===== src/rtl/seg7_scan_decoder.sv =====
// Rebuilds an NDIG-digit hex value from a scanned, active-low 7-segment bus.
// Optional macro SEG7_BLANK_EN: all-segments-off is a legal blank digit reported on blank_mask.
module seg7_scan_decoder #(
    parameter int NDIG       = 4,
    parameter int STABLE_CYC = 8,
    parameter int CNT_W      = 4
) (
    input  logic              clk,
    input  logic              rst,
    input  logic [6:0]        seg_n,
    input  logic [NDIG-1:0]   an_n,
    output logic [4*NDIG-1:0] value,
    output logic              frame_valid,
    output logic              dec_err
`ifdef SEG7_BLANK_EN
    ,
    output logic [NDIG-1:0]   blank_mask
`endif
);

    localparam int IDX_W = (NDIG > 1) ? $clog2(NDIG) : 1;

    typedef enum logic [1:0] {IDLE, SETTLE, HOLD} state_t;

    // Returns {valid, nibble}.
    function automatic logic [4:0] decode(input logic [6:0] s);
        case (s)
            7'b0000001: decode = {1'b1, 4'h0};
            7'b1001111: decode = {1'b1, 4'h1};
            7'b0010010: decode = {1'b1, 4'h2};
            7'b0000110: decode = {1'b1, 4'h3};
            7'b1001100: decode = {1'b1, 4'h4};
            7'b0100100: decode = {1'b1, 4'h5};
            7'b0100000: decode = {1'b1, 4'h6};
            7'b0001101: decode = {1'b1, 4'h7};
            7'b0000000: decode = {1'b1, 4'h8};
            7'b0000100: decode = {1'b1, 4'h9};
            7'b0001000: decode = {1'b1, 4'hA};
            7'b1100000: decode = {1'b1, 4'hB};
            7'b0110001: decode = {1'b1, 4'hC};
            7'b1000010: decode = {1'b1, 4'hD};
            7'b0110000: decode = {1'b1, 4'hE};
            7'b0111000: decode = {1'b1, 4'hF};
`ifdef SEG7_BLANK_EN
            7'b1111111: decode = {1'b1, 4'h0};
`endif
            default:    decode = 5'b0;
        endcase
    endfunction

    function automatic logic onehot_low(input logic [NDIG-1:0] a);
        return $countones(~a) == 1;
    endfunction

    function automatic logic [IDX_W-1:0] digit_idx(input logic [NDIG-1:0] a);
        logic [IDX_W-1:0] idx;
        idx = '0;
        for (int i = 0; i < NDIG; i++)
            if (!a[i]) idx = IDX_W'(i);
        return idx;
    endfunction

    state_t              state_q, state_d;
    logic [CNT_W-1:0]    cnt_q, cnt_d, cnt_inc;
    logic [6:0]          seg_s_q, seg_p_q;
    logic [NDIG-1:0]     an_s_q, an_p_q;
    logic [4*NDIG-1:0]   shadow_q, shadow_d, value_q, value_d;
    logic [NDIG-1:0]     mask_q, mask_d;
    logic                fv_q, fv_d, de_q, de_d;
    logic                cap, same, an_ok, dec_ok;
    logic [3:0]          dec_nib;
    logic [IDX_W-1:0]    cap_idx;
`ifdef SEG7_BLANK_EN
    logic [NDIG-1:0]     blank_sh_q, blank_sh_d, blank_mask_q, blank_mask_d;
`endif

    assign same    = (seg_s_q == seg_p_q) && (an_s_q == an_p_q);
    assign an_ok   = onehot_low(an_s_q);
    assign cnt_inc = (cnt_q >= CNT_W'(STABLE_CYC)) ? CNT_W'(STABLE_CYC) : cnt_q + CNT_W'(1);
    assign {dec_ok, dec_nib} = decode(seg_s_q);
    assign cap_idx = digit_idx(an_s_q);

    always_ff @(posedge clk or posedge rst) begin
        if (rst) state_q <= IDLE;
        else     state_q <= state_d;
    end

    always_comb begin
        state_d = state_q;
        cnt_d   = cnt_q;
        cap     = 1'b0;
        case (state_q)
            IDLE: if (an_ok) begin
                state_d = SETTLE;
                cnt_d   = CNT_W'(1);
            end
            SETTLE: begin
                if (!an_ok) begin
                    state_d = IDLE;
                    cnt_d   = '0;
                end else if (!same) begin
                    cnt_d = CNT_W'(1);
                end else begin
                    cnt_d = cnt_inc;
                    if (cnt_inc == CNT_W'(STABLE_CYC)) begin
                        cap     = 1'b1;
                        state_d = HOLD;
                    end
                end
            end
            HOLD: if (!same) begin
                state_d = an_ok ? SETTLE : IDLE;
                cnt_d   = an_ok ? CNT_W'(1) : '0;
            end
            default: begin
                state_d = IDLE;
                cnt_d   = '0;
            end
        endcase
    end

    // Frame publish uses the pre-capture shadow; a capture in the same cycle starts the next frame.
    always_comb begin
        shadow_d = shadow_q;
        mask_d   = mask_q;
        value_d  = value_q;
        fv_d     = 1'b0;
        de_d     = 1'b0;
`ifdef SEG7_BLANK_EN
        blank_sh_d   = blank_sh_q;
        blank_mask_d = blank_mask_q;
`endif
        if (&mask_q) begin
            value_d = shadow_q;
            fv_d    = 1'b1;
            mask_d  = '0;
`ifdef SEG7_BLANK_EN
            blank_mask_d = blank_sh_q;
`endif
        end
        if (cap) begin
            if (dec_ok) begin
                shadow_d[{cap_idx, 2'b00} +: 4] = dec_nib;
                mask_d[cap_idx]                 = 1'b1;
`ifdef SEG7_BLANK_EN
                blank_sh_d[cap_idx]             = (seg_s_q == 7'b1111111);
`endif
            end else begin
                de_d = 1'b1;
            end
        end
    end

    always_ff @(posedge clk or posedge rst) begin
        if (rst) begin
            cnt_q    <= '0;
            seg_s_q  <= '1;
            seg_p_q  <= '1;
            an_s_q   <= '1;
            an_p_q   <= '1;
            shadow_q <= '0;
            mask_q   <= '0;
            value_q  <= '0;
            fv_q     <= 1'b0;
            de_q     <= 1'b0;
`ifdef SEG7_BLANK_EN
            blank_sh_q   <= '0;
            blank_mask_q <= '0;
`endif
        end else begin
            cnt_q    <= cnt_d;
            seg_s_q  <= seg_n;
            seg_p_q  <= seg_s_q;
            an_s_q   <= an_n;
            an_p_q   <= an_s_q;
            shadow_q <= shadow_d;
            mask_q   <= mask_d;
            value_q  <= value_d;
            fv_q     <= fv_d;
            de_q     <= de_d;
`ifdef SEG7_BLANK_EN
            blank_sh_q   <= blank_sh_d;
            blank_mask_q <= blank_mask_d;
`endif
        end
    end

    assign value       = value_q;
    assign frame_valid = fv_q;
    assign dec_err     = de_q;
`ifdef SEG7_BLANK_EN
    assign blank_mask  = blank_mask_q;
`endif

endmodule


===== config.mk =====
export PLATFORM = sky130hd
export DESIGN_NAME = seg7_scan_decoder
export DESIGN_NICKNAME = d
export VERILOG_FILES = /design/src/rtl/seg7_scan_decoder.sv
export SDC_FILE = /design/constraint.sdc
export NUM_CORES = 1
export LEC_CHECK = 0
export ABC_AREA = 1
export CAP_MARGIN = 20
export CORE_AREA = 8 8 94 79
export CTS_CLUSTER_DIAMETER = 120
export DETAILED_ROUTE_END_ITERATION = 16
export DIE_AREA = 0 0 102 87
export DONT_BUFFER_PORTS = 1
export PLACE_DENSITY = 0.67
export SLEW_MARGIN = 20
export SYNTH_ARGS = -nofsm -noshare
export SYNTH_HDL_FRONTEND = slang
export SYNTH_SLANG_ARGS = --single-unit

===== constraint.sdc =====
create_clock -name clk -period 3.4 [get_ports clk]
set_input_delay 0.68 -clock clk [delete_from_list [all_inputs] [get_ports clk]]
set_output_delay 0.68 -clock clk [all_outputs]
set_load 0.005 [all_outputs]

# == After elaboration in Yosys (flattened, before gate mapping) ==
# Cells that the tools add are included.
# word_totals
register_bits,66
input_bits,13
out_inout_bits,18
# op_classes
addsub,5
n_lt_le_gt_ge,3
n_eq_ne,25
n_shift,2
mux,31
bitwise_logic,2
reduce_logical,8
# op_table
op,n
5-bit one-hot mux with 16 select lines,1
7-bit by 6-bit == test with 1-bit output (second input constant),5
4-bit 2-to-1 mux,8
7-bit == test (second input constant),4
16-bit bitwise mux,1
4-bit by 6-bit variable shift with 16-bit output (first input constant),1
4-bit by 6-bit variable part select with 16-bit output,1
7-bit by 3-bit == test with 1-bit output (second input constant),2
7-bit by 4-bit == test with 1-bit output (second input constant),2
2-bit 2-to-1 mux,7
4-bit one-hot mux with 3 select lines,1
1-bit 2-to-1 mux,11
4-bit AND reduction,2
7-bit by 1-bit == test with 1-bit output (second input constant),1
7-bit by 5-bit == test with 1-bit output (second input constant),1
7-bit == test,1
7-bit logical NOT,1
3-bit != test (second input constant),2
4-bit negation with 6-bit output,1
2-bit one-hot mux with 3 select lines,1
1-bit by 1-bit adder with 2-bit output,2
4-bit by 1-bit adder with 4-bit output (second input constant),1
4-bit == test,1
4-bit == test (second input constant),1
14 further kinds,17

# == Logic depth before layout (Yosys ltp) ==
# Gate-level depths: netlist of the first run.
# logic_depth
word_depth,10
ltp_mapped,13
ltp_nobuf,12

# == Worst setup path before layout of the first run ==
# OpenSTA, ideal clock, no wires.
# synth_timing
path_kind,register -> register
startpoint,register an_s_q[1]
endpoint,register shadow_q[0]
arrival_time_ps,2439
t_required_ps,3334
slack_ps,895
stages_incl_launch_ff,13
synth_period_minus_slack_ps,2505
cell_sequence,dfstp_2 -> fa_1 -> inv_1 -> ha_1 -> ha_1 -> nor3b_2 -> nand3_1 -> nor2_1 -> inv_2 -> nor2_8 -> buf_4 -> nand4_1 -> nand2_1
# synth_via
elab_chain_len,7
# synth_lines
item,line_no,text
from (decl),66,"logic [NDIG-1:0] an_s_q, an_p_q;"
from (signal assigned),174,an_s_q <= an_n;
branches (longest 7 deep; another with 4-bit negation with 6-bit output),-,
to (signal assigned),176,shadow_q <= shadow_d;
to (decl),67,"logic [4*NDIG-1:0] shadow_q, shadow_d, value_q, value_d;"
# Parallel ways; which one is timed is not known.
# A chain may end at the register's enable or synchronous reset.

# == Worst setup path after layout of the first run ==
# Ends and elaborated chain as after synthesis.

==> impl_metrics.env, run 1 <==
export IMPL_status="finished clean"
export IMPL_synth_distinct_cells=28
export IMPL_tightest_slew_ns=0.7563
export IMPL_yosys_top_cells_count="nand2_1 (170), dfrtp_1 (44), nor2_1 (36), inv_1 (27), dfstp_2 (22)"
export IMPL_setup_violations=0
export IMPL_grt_max_degree=37
export IMPL_whs_ns=0.3278
export IMPL_design_area_um2=3402
export IMPL_fmax_mhz=355.6
export IMPL_hold_path_class="input pin to flip-flop"
export IMPL_cts_sinks=66
export IMPL_slew_violations=0
export IMPL_cts_max_level=3
export IMPL_finalHoldViolCount=0
export IMPL_fin_worst_skew_ns=0.01050
export IMPL_grt_overflow=0
export IMPL_cp_end_kind="flip-flop"
export IMPL_top_layer="met4"
export IMPL_vias=2305
export IMPL_async_flop_share=1.000
export IMPL_reg2reg_slack_ns=0.59
export IMPL_initial_core_util=0.5143
export IMPL_power_density_nw_per_um2=491.4
export IMPL_cts_root_buffer="clkbuf_8"
export IMPL_wl_met1_mm=2.919
export IMPL_cap_violations=0
export IMPL_design_die_area_um2=8874
export IMPL_ys_flop_type="dfrtp_1"
export IMPL_synth_most_common_cell="nand2_1"
export IMPL_ir_worst_vdd_mv=0.2953
export IMPL_power_uw=1672
export IMPL_multi_input_area_um2=1269
export IMPL_min_delay_path_depth=0
export IMPL_clk_pin_slew_ns=0.07
export IMPL_nets=404
export IMPL_ios=31
export IMPL_initialDrtViolationCount=128
export IMPL_r2r_start="an_s_q[1]$_DFF_PP1_"
export IMPL_cp_start_kind="flip-flop"
export IMPL_wl_per_cell_um=12.88
export IMPL_numPortBuffers=0
export IMPL_synth_seq_cells=66
export IMPL_grt_pass1_wl_mm=10.54
export IMPL_wl_met2_mm=2.781
export IMPL_wl_mm=6.119
export IMPL_gp_congestion=0.8246
export IMPL_synth_avg_cell_area_um2=8.210
export IMPL_hold_path_end="an_s_q[2]$_DFF_PP1_"
export IMPL_cts_buffers=9
export IMPL_worstRegToRegCells=12
export IMPL_routed_via_density=4.853
export IMPL_r2r_end="shadow_q[0]$_DFFE_PP0P_"
export IMPL_synth_top_cell_by_area="dfrtp_1"
export IMPL_cp_required_ns=3.62
export IMPL_n_fill_cell=565
export IMPL_placed_area_um2=3203
export IMPL_syn_nets=397
export IMPL_gr_usage_all_layers=0.1558
export IMPL_min_period_ns=2.812
export IMPL_cp_arrival_ns=3.04
export IMPL_ctsLongestPathBuffers=2
export IMPL_wl_met3_um=336
export IMPL_grt_pass1_vias=2253
export IMPL_hpwl_mm=4.454
export IMPL_num_antenna_cells=0
export IMPL_netlist_area_um2=3112
export IMPL_die_h_um=87
export IMPL_tns_ns=0
export IMPL_post_cts_buffers=0
export IMPL_rsz0062_at_grt="no"
export IMPL_slew_headroom=0.4951
export IMPL_ff_latch_area_um2=1679
export IMPL_clock_latency_ns=0.35
export IMPL_placementRows=26
export IMPL_firstDrtPassIters=4
export IMPL_antenna_found_initial=0
export IMPL_criticalPathCategory="flip-flop to flip-flop"
export IMPL_drive_above_1_share=0.1509
export IMPL_min_period_over_period=0.8271
export IMPL_post_cts_resize_count=0
export IMPL_crit_fanout=19
export IMPL_min_from="an_n[2]"
export IMPL_areaGrowthSynthToFinish_pct=9.328
export IMPL_core_area_um2=6051
export IMPL_synthCells=379
export IMPL_ant_nets=0
export IMPL_leakagePower_uw=0.001854
export IMPL_ys_top_cells_by_area="dfrtp_1 (35%), nand2_1 (21%), dfstp_2 (19%), nor2_1 (4.3%), nand4_1 (3.4%)"
export IMPL_cts_tree="yes"
export IMPL_fin_util=0.5622
export IMPL_yosysSeqAreaShare=0.5396
export IMPL_drc=0
export IMPL_synth_edff_count=0
export IMPL_netlist_area_leader_share=0.3538
export IMPL_cts_hold_buf=0
export IMPL_die_w_um=102
export IMPL_ys_warnings_count=0
==> cell families after synthesis <==
logic type / share of synthesized area
fa+ha+maj: 0.02252
flops: 0.5396
simple gates: 0.3474
xor+xnor: 0.01970
buf+inv: 0.05267
compound gates: 0.01810
==> layout make-up <==
cell class                      count  area share
Clock inverter                      3     0.01177
Tap cell                           84     0.03089
Sequential cell                    66      0.4936
Clock buffer                       13     0.04671
Multi-Input combinational cell    272      0.3729
Inverter                           34     0.03751
Timing Repair Buffer                3    0.006620
==> power by group <==
part	leakage, uW	switching (uW)	internal [uW]
sequential	0.000843	26.6	822
clock	0.000103	287	377
combinational	0.000907	109	50.0
total	0.00185	423	1250
==> critical path, cell delays in order, from the launching register on <==
cell,delay (ns)
dfstp_2,0.58
fa_1,0.42
inv_1,0.06
ha_1,0.13
ha_1,0.23
nor3b_2,0.23
nand3_1,0.13
nor2_1,0.18
inv_2,0.09
nor2_8,0.26
nand3_2,0.18
nand2_1,0.13
nand2_1,0.07
==> flip-flops by register name, indices dropped and copies added (netlist names), 2 cells and up <==
name	count
an_p_q	4
an_s_q	4
cnt_q	4
mask_q	4
seg_p_q	7
seg_s_q	7
shadow_q	16
state_q	2
value	16
==> layer usage <==
metal / up-vias / GRT usage
met5: - / 0
met4: 0 / 0.06782
met3: 10 / 0.05511
met2: 57 / 0.2387
met1: 1045 / 0.1932
li1: 1193 / -
==> worst max-delay path by stage <==
stage | end | start | depth (start not counted) | slack, ns
after floorplan | shadow_q[0]$_DFFE_PP0P_ | an_s_q[1]$_DFF_PP1_ | 12 | 0.89
after global placement | shadow_q[8]$_DFFE_PP0P_ | an_s_q[1]$_DFF_PP1_ | 12 | 0.70
after detailed placement | shadow_q[0]$_DFFE_PP0P_ | an_s_q[1]$_DFF_PP1_ | 12 | 0.62
after CTS | shadow_q[0]$_DFFE_PP0P_ | an_s_q[1]$_DFF_PP1_ | 12 | 0.60
after global routing | shadow_q[0]$_DFFE_PP0P_ | an_s_q[1]$_DFF_PP1_ | 12 | 0.36
final | shadow_q[0]$_DFFE_PP0P_ | an_s_q[1]$_DFF_PP1_ | 12 | 0.59
==> cells in the final DEF, fill, tap and decap left out, types with 2 or more instances in the layout <==
master,n
o21ai_0,4
dfrtp_1,44
ha_1,4
inv_2,7
nor2_2,3
clkinv_2,2
clkbuf_8,11
clkbuf_1,2
nand4_1,17
nand2_1,170
xnor2_1,7
nand3_2,4
buf_4,3
nand3_1,14
a21oi_1,4
nor2_1,36
dfstp_2,22
inv_1,26
==> metrics by stage <==
step / std cells / setup WS (ns)
after floorplan: 379 / 0.8949
after global placement: 459 / 0.7001
after detailed placement: 459 / 0.6191
after CTS: 475 / 0.5959
after global routing: 475 / 0.3599
final: 475 / 0.5879
Power figures use the tool's default switching activity.
==> inputs of run 2 (changes only) <==
Settings changed: PLACE_DENSITY 0.67 to 0.7.
Clock period 3.4 ns to 2.5 ns, I/O delays scaled along.
==> run 2 against run 1 <==
Effect of this change: the run now ends with setup timing left; flip-flop and latch count stayed put; wire length is 0.49% lower; register-to-register slack got worse by 0.66 ns; largest power group unchanged; clock skew fell by 0.0025 ns; sequential power increased by 35%; count of clock-buffer cells in the layout shrank 2.
==> impl_metrics.env, run 2 (synthesis results as in run 1) <==
export IMPL_status="finished, violations left"
export IMPL_violations="setup timing"
export IMPL_placementRows=26
export IMPL_min_period_ns=2.576
export IMPL_cts_tree="yes"
export IMPL_setup_violations=17
export IMPL_vias=2401
export IMPL_die_h_um=87
export IMPL_ios=31
export IMPL_n_fill_cell=529
export IMPL_cp_end_kind="flip-flop"
export IMPL_gp_congestion=0.8619
export IMPL_wl_mm=6.089
export IMPL_crit_fanout=8
export IMPL_cts_buffers=9
export IMPL_core_area_um2=6051
export IMPL_reg2reg_slack_ns=-0.08
export IMPL_areaGrowthSynthToFinish_pct=16.16
export IMPL_criticalPathCategory="flip-flop to flip-flop"
export IMPL_design_area_um2=3615
export IMPL_ctsLongestPathBuffers=2
export IMPL_r2r_end="shadow_q[0]$_DFFE_PP0P_"
export IMPL_clk_pin_slew_ns=0.07
export IMPL_cts_root_buffer="clkbuf_8"
export IMPL_initial_core_util=0.5143
export IMPL_grt_overflow=0
export IMPL_fmax_mhz=388.2
export IMPL_antenna_found_initial=0
export IMPL_crit_top_cell="ha_4"
export IMPL_numPortBuffers=0
export IMPL_leakagePower_uw=0.001917
export IMPL_drc=0
export IMPL_dp_slack_ns=-0.1463
export IMPL_whs_ns=0.1520
export IMPL_routed_via_density=4.920
export IMPL_cp_endpoint="shadow_q[0]$_DFFE_PP0P_"
export IMPL_wl_per_cell_um=12.48
export IMPL_min_period_over_period=1.031
export IMPL_tns_ns=-0.9940
export IMPL_tightest_slew_ns=0.5120
export IMPL_hold_path_class="input pin to flip-flop"
export IMPL_critical_path_max_stage_delay_ns=0.55
export IMPL_path_cells="fa_1, inv_2, ha_4, ha_4, nor3b_4, nand3_2, nor2_4, inv_4, nor2_8, nand3_4, nand2_2, nand2_1"
export IMPL_cts_sinks=66
export IMPL_grt_pass1_wl_mm=10.58
export IMPL_grt_max_degree=55
export IMPL_cp_start_kind="flip-flop"
export IMPL_place_inst=464
export IMPL_fin_worst_skew_ns=0.007986
export IMPL_grt_pass1_vias=2331
export IMPL_finalNonFillerCells=488
export IMPL_num_antenna_cells=0
export IMPL_worstRegToRegCells=12
export IMPL_initialDrtViolationCount=109
export IMPL_ant_nets=0
export IMPL_mostFrequentLayoutCells="nand2_1 (161), dfrtp_1 (44), nor2_1 (35)"
export IMPL_ir_worst_vdd_mv=0.4065
export IMPL_cp_required_ns=2.73
export IMPL_power_density_nw_per_um2=622.5
export IMPL_drive_above_1_share=0.2153
export IMPL_placed_area_um2=3256
export IMPL_slew_headroom=0.6574
export IMPL_cts_max_level=3
export IMPL_cp_arrival_ns=2.81
export IMPL_slew_violations=0
export IMPL_die_w_um=102
export IMPL_hpwl_mm=4.371
export IMPL_cap_violations=0
export IMPL_startpoint="an_s_q[3]$_DFF_PP1_"
export IMPL_setup_slack_ns=-0.07629
export IMPL_final_common_cell="nand2_1"
export IMPL_gr_usage_all_layers=0.1524
export IMPL_design_die_area_um2=8874
export IMPL_nets=417
export IMPL_min_from="seg_n[6]"
export IMPL_rsz0062_at_grt="yes"
export IMPL_finalHoldViolCount=0
export IMPL_r2r_start="an_s_q[3]$_DFF_PP1_"
export IMPL_crit_slowest_cell="dfstp_2"
export IMPL_firstDrtPassIters=5
export IMPL_clock_latency_ns=0.34
-- run 2: critical path: cells and delay by family (launching register included) --
kind | cells | cell delay (ns)
buf+inv | 2 | 0.14
fa+ha+maj | 3 | 0.76
simple gates | 7 | 1.03
flops | 1 | 0.55
-- run 2: worst min-delay path by stage --
stage,endpoint,cells past startpoint
6_report,seg_s_q[6]$_DFF_PP1_,0
5_1_grt,seg_s_q[2]$_DFF_PP1_,0
4_1_cts,seg_s_q[3]$_DFF_PP1_,0
3_5_place_dp,cnt_q[2]$_DFFE_PP0P_,1
3_3_place_gp,cnt_q[2]$_DFFE_PP0P_,1
2_1_floorplan,seg_p_q[0]$_DFF_PP1_,0
-- run 2: per-stage QoR --
| step | utilization | power (uW) |
|---|---|---|
| 3_3_place_gp | 0.5380 | 1389 |
| 4_1_cts | 0.5790 | 2251 |
| 6_report | 0.5974 | 2250 |
| 3_5_place_dp | 0.5380 | 1397 |
| 2_1_floorplan | - | 1342 |
| 5_1_grt | 0.5974 | 2377 |
-- run 2: final cells by class --
cell class	count	area [um^2]	area share
clock buffer	11	152.6	0.04223
inverter	34	130.1	0.03600
tap	84	105.1	0.02908
clock inverter	5	36.28	0.01004
multi-input combinational	272	1365	0.3776
timing repair buffer	16	146.4	0.04050
sequential	66	1679	0.4645
-- run 2: repair_timing --
| item | CTS | global route |
|---|---|---|
| gates cloned | 0 | 0 |
| gates resized for setup | 3 | 23 |
| setup buffers | 4 | 3 |
| pin swaps | 3 | 18 |
| hold buffers | 1 | 0 |
| setup endpoints to repair | 19 | 20 |
| endpoints found under the hold margin | 12 | 0 |
-- run 2: metal layers --
metal,track usage,wire length [um],vias up
met5,0,0,-
met4,0.06117,75,0
met2,0.2363,2861,49
met3,0.04393,318,6
met1,0.1948,2834,1121
li1,-,-,1225
-- run 2: report_power, final --
group          switching, uW  internal (uW)
sequential              33.9           1120
combinational            169           95.9
clock                    411            422
==> inputs of run 3 (changes only) <==
Settings changed: CAP_MARGIN 20 to 5, PLACE_DENSITY 0.7 to unset, PLACE_DENSITY_LB_ADDON set to 0.12.
==> run 3 against run 2 <==
Effect of this change: the run still ends with setup timing left; fmax shrank 1.9%; core utilization grew 0.45 points; global-route usage grew 0.73 points; non-clock buffer count shrank 2; critical path depth is the same; setup slack lost 0.050 ns; critical path type unchanged; critical endpoint is now shadow_q[3]$_DFFE_PP0P_; largest power group unchanged.
==> impl_metrics.env, run 3 (synthesis results as in run 1) <==
export IMPL_status="finished, violations left"
export IMPL_violations="setup timing"
export IMPL_placed_area_um2=3263
export IMPL_wl_per_cell_um=13.00
export IMPL_r2r_start="an_s_q[3]$_DFF_PP1_"
export IMPL_ant_nets=0
export IMPL_criticalPathCategory="flip-flop to flip-flop"
export IMPL_worstRegToRegCells=12
export IMPL_hold_path_class="input pin to async pin"
export IMPL_min_period_ns=2.626
export IMPL_clock_latency_ns=0.34
export IMPL_die_h_um=87
export IMPL_cts_root_buffer="clkbuf_8"
export IMPL_cap_violations=0
export IMPL_initialDrtViolationCount=94
export IMPL_core_area_um2=6051
export IMPL_rsz0062_at_grt="yes"
export IMPL_wl_mm=6.329
export IMPL_ff_latch_area_um2=1679
export IMPL_multi_input_area_um2=1359
export IMPL_ir_worst_vdd_mv=0.4466
export IMPL_initial_core_util=0.5143
export IMPL_placementRows=26
export IMPL_min_period_over_period=1.051
export IMPL_numPortBuffers=0
export IMPL_leakagePower_uw=0.001932
export IMPL_cp_arrival_ns=2.90
export IMPL_gp_congestion=0.8839
export IMPL_drive_above_1_share=0.2084
export IMPL_slew_violations=0
export IMPL_r2r_end="shadow_q[3]$_DFFE_PP0P_"
export IMPL_cp_start_kind="flip-flop"
export IMPL_vias=2420
export IMPL_setup_violations=16
export IMPL_die_w_um=102
export IMPL_tightest_slew_ns=0.6139
export IMPL_antenna_found_initial=0
export IMPL_num_antenna_cells=0
export IMPL_fin_worst_skew_ns=0.01054
export IMPL_ios=31
export IMPL_crit_fanout=6
export IMPL_mostFrequentLayoutCells="nand2_1 (162), dfrtp_1 (44), nor2_1 (35)"
export IMPL_finalHoldViolCount=0
export IMPL_fin_util=0.6019
export IMPL_fmax_mhz=380.8
export IMPL_design_die_area_um2=8874
export IMPL_final_common_cell="nand2_1"
export IMPL_slew_headroom=0.5901
export IMPL_cp_required_ns=2.78
export IMPL_grt_pass1_wl_mm=10.88
export IMPL_cts_buffers=9
export IMPL_cts_max_level=3
export IMPL_n_fill_cell=549
export IMPL_clk_pin_slew_ns=0.07
export IMPL_setup_slack_ns=-0.1264
export IMPL_tns_ns=-1.326
export IMPL_power_density_nw_per_um2=682.3
export IMPL_cts_sinks=66
export IMPL_cp_end_kind="flip-flop"
export IMPL_hpwl_mm=4.398
export IMPL_grt_overflow=0
export IMPL_gr_usage_all_layers=0.1597
export IMPL_reg2reg_slack_ns=-0.13
export IMPL_routed_via_density=4.969
export IMPL_power_uw=2485
export IMPL_firstDrtPassIters=4
export IMPL_finalNonFillerCells=487
export IMPL_place_inst=465
export IMPL_ctsLongestPathBuffers=2
export IMPL_drc=0
export IMPL_cts_tree="yes"
export IMPL_nets=416
export IMPL_grt_pass1_vias=2325
export IMPL_areaGrowthSynthToFinish_pct=17.05
export IMPL_grt_max_degree=40
export IMPL_design_area_um2=3642
==> run 3: power breakdown <==
group	switching [uW]	internal, uW	total, uW
registers	34.4	1120	1150
logic	165	89.5	254
clock network	413	666	1080
==> run 3: timing repair <==
item,CTS,global route
hold buffers,0,0
gates cloned,1,0
buffers inserted,2,3
pin swaps,3,14
gates resized for setup,0,19
endpoints found under the setup margin,19,20
==> run 3: metal layers <==
| metal | track usage | part of all wire |
|---|---|---|
| met5 | 0 | 0 |
| met3 | 0.05272 | 0.066 |
| met1 | 0.2045 | 0.45 |
| met4 | 0.06250 | 0.013 |
| met2 | 0.2434 | 0.47 |
==> run 3: layout make-up <==
class | instances | share of cell area
clock buffer | 10 | 0.03504
tap | 84 | 0.02886
clock inverter | 6 | 0.03160
inverter | 34 | 0.03504
multi-input combinational | 273 | 0.3731
sequential | 66 | 0.4610
timing repair buffer | 14 | 0.03538
==> run 3: critical path, stage by stage (launching register included) <==
cell and delay [ns]:
dfstp_2 0.55, fa_1 0.41, inv_1 0.07, ha_2 0.18
ha_4 0.21, nor3b_4 0.24, nand3_2 0.11, nor2_2 0.14
inv_2 0.09, nor2_8 0.20, buf_6 0.15, nand4_1 0.11
nand2_1 0.09
==> run 3: per-stage QoR <==
step / hold WS (ns) / worst slack (ns)
after floorplan: 0.3519 / 0.01152
after global placement: 0.3877 / -0.08385
after detailed placement: 0.3877 / -0.1113
after CTS: 0.1158 / 0.005809
after global routing: 0.1197 / -0.2429
final: 0.1118 / -0.1264
==> run 3: worst max-delay path by stage <==
stage,startpoint,to,slack (ns)
2_1_floorplan,an_s_q[1]$_DFF_PP1_,shadow_q[0]$_DFFE_PP0P_,0.01
3_3_place_gp,an_s_q[0]$_DFF_PP1_,shadow_q[0]$_DFFE_PP0P_,-0.08
3_5_place_dp,an_s_q[0]$_DFF_PP1_,shadow_q[0]$_DFFE_PP0P_,-0.11
4_1_cts,an_s_q[0]$_DFF_PP1_,shadow_q[6]$_DFFE_PP0P_,0.006
5_1_grt,an_s_q[3]$_DFF_PP1_,shadow_q[5]$_DFFE_PP0P_,-0.24
6_report,an_s_q[3]$_DFF_PP1_,shadow_q[3]$_DFFE_PP0P_,-0.13
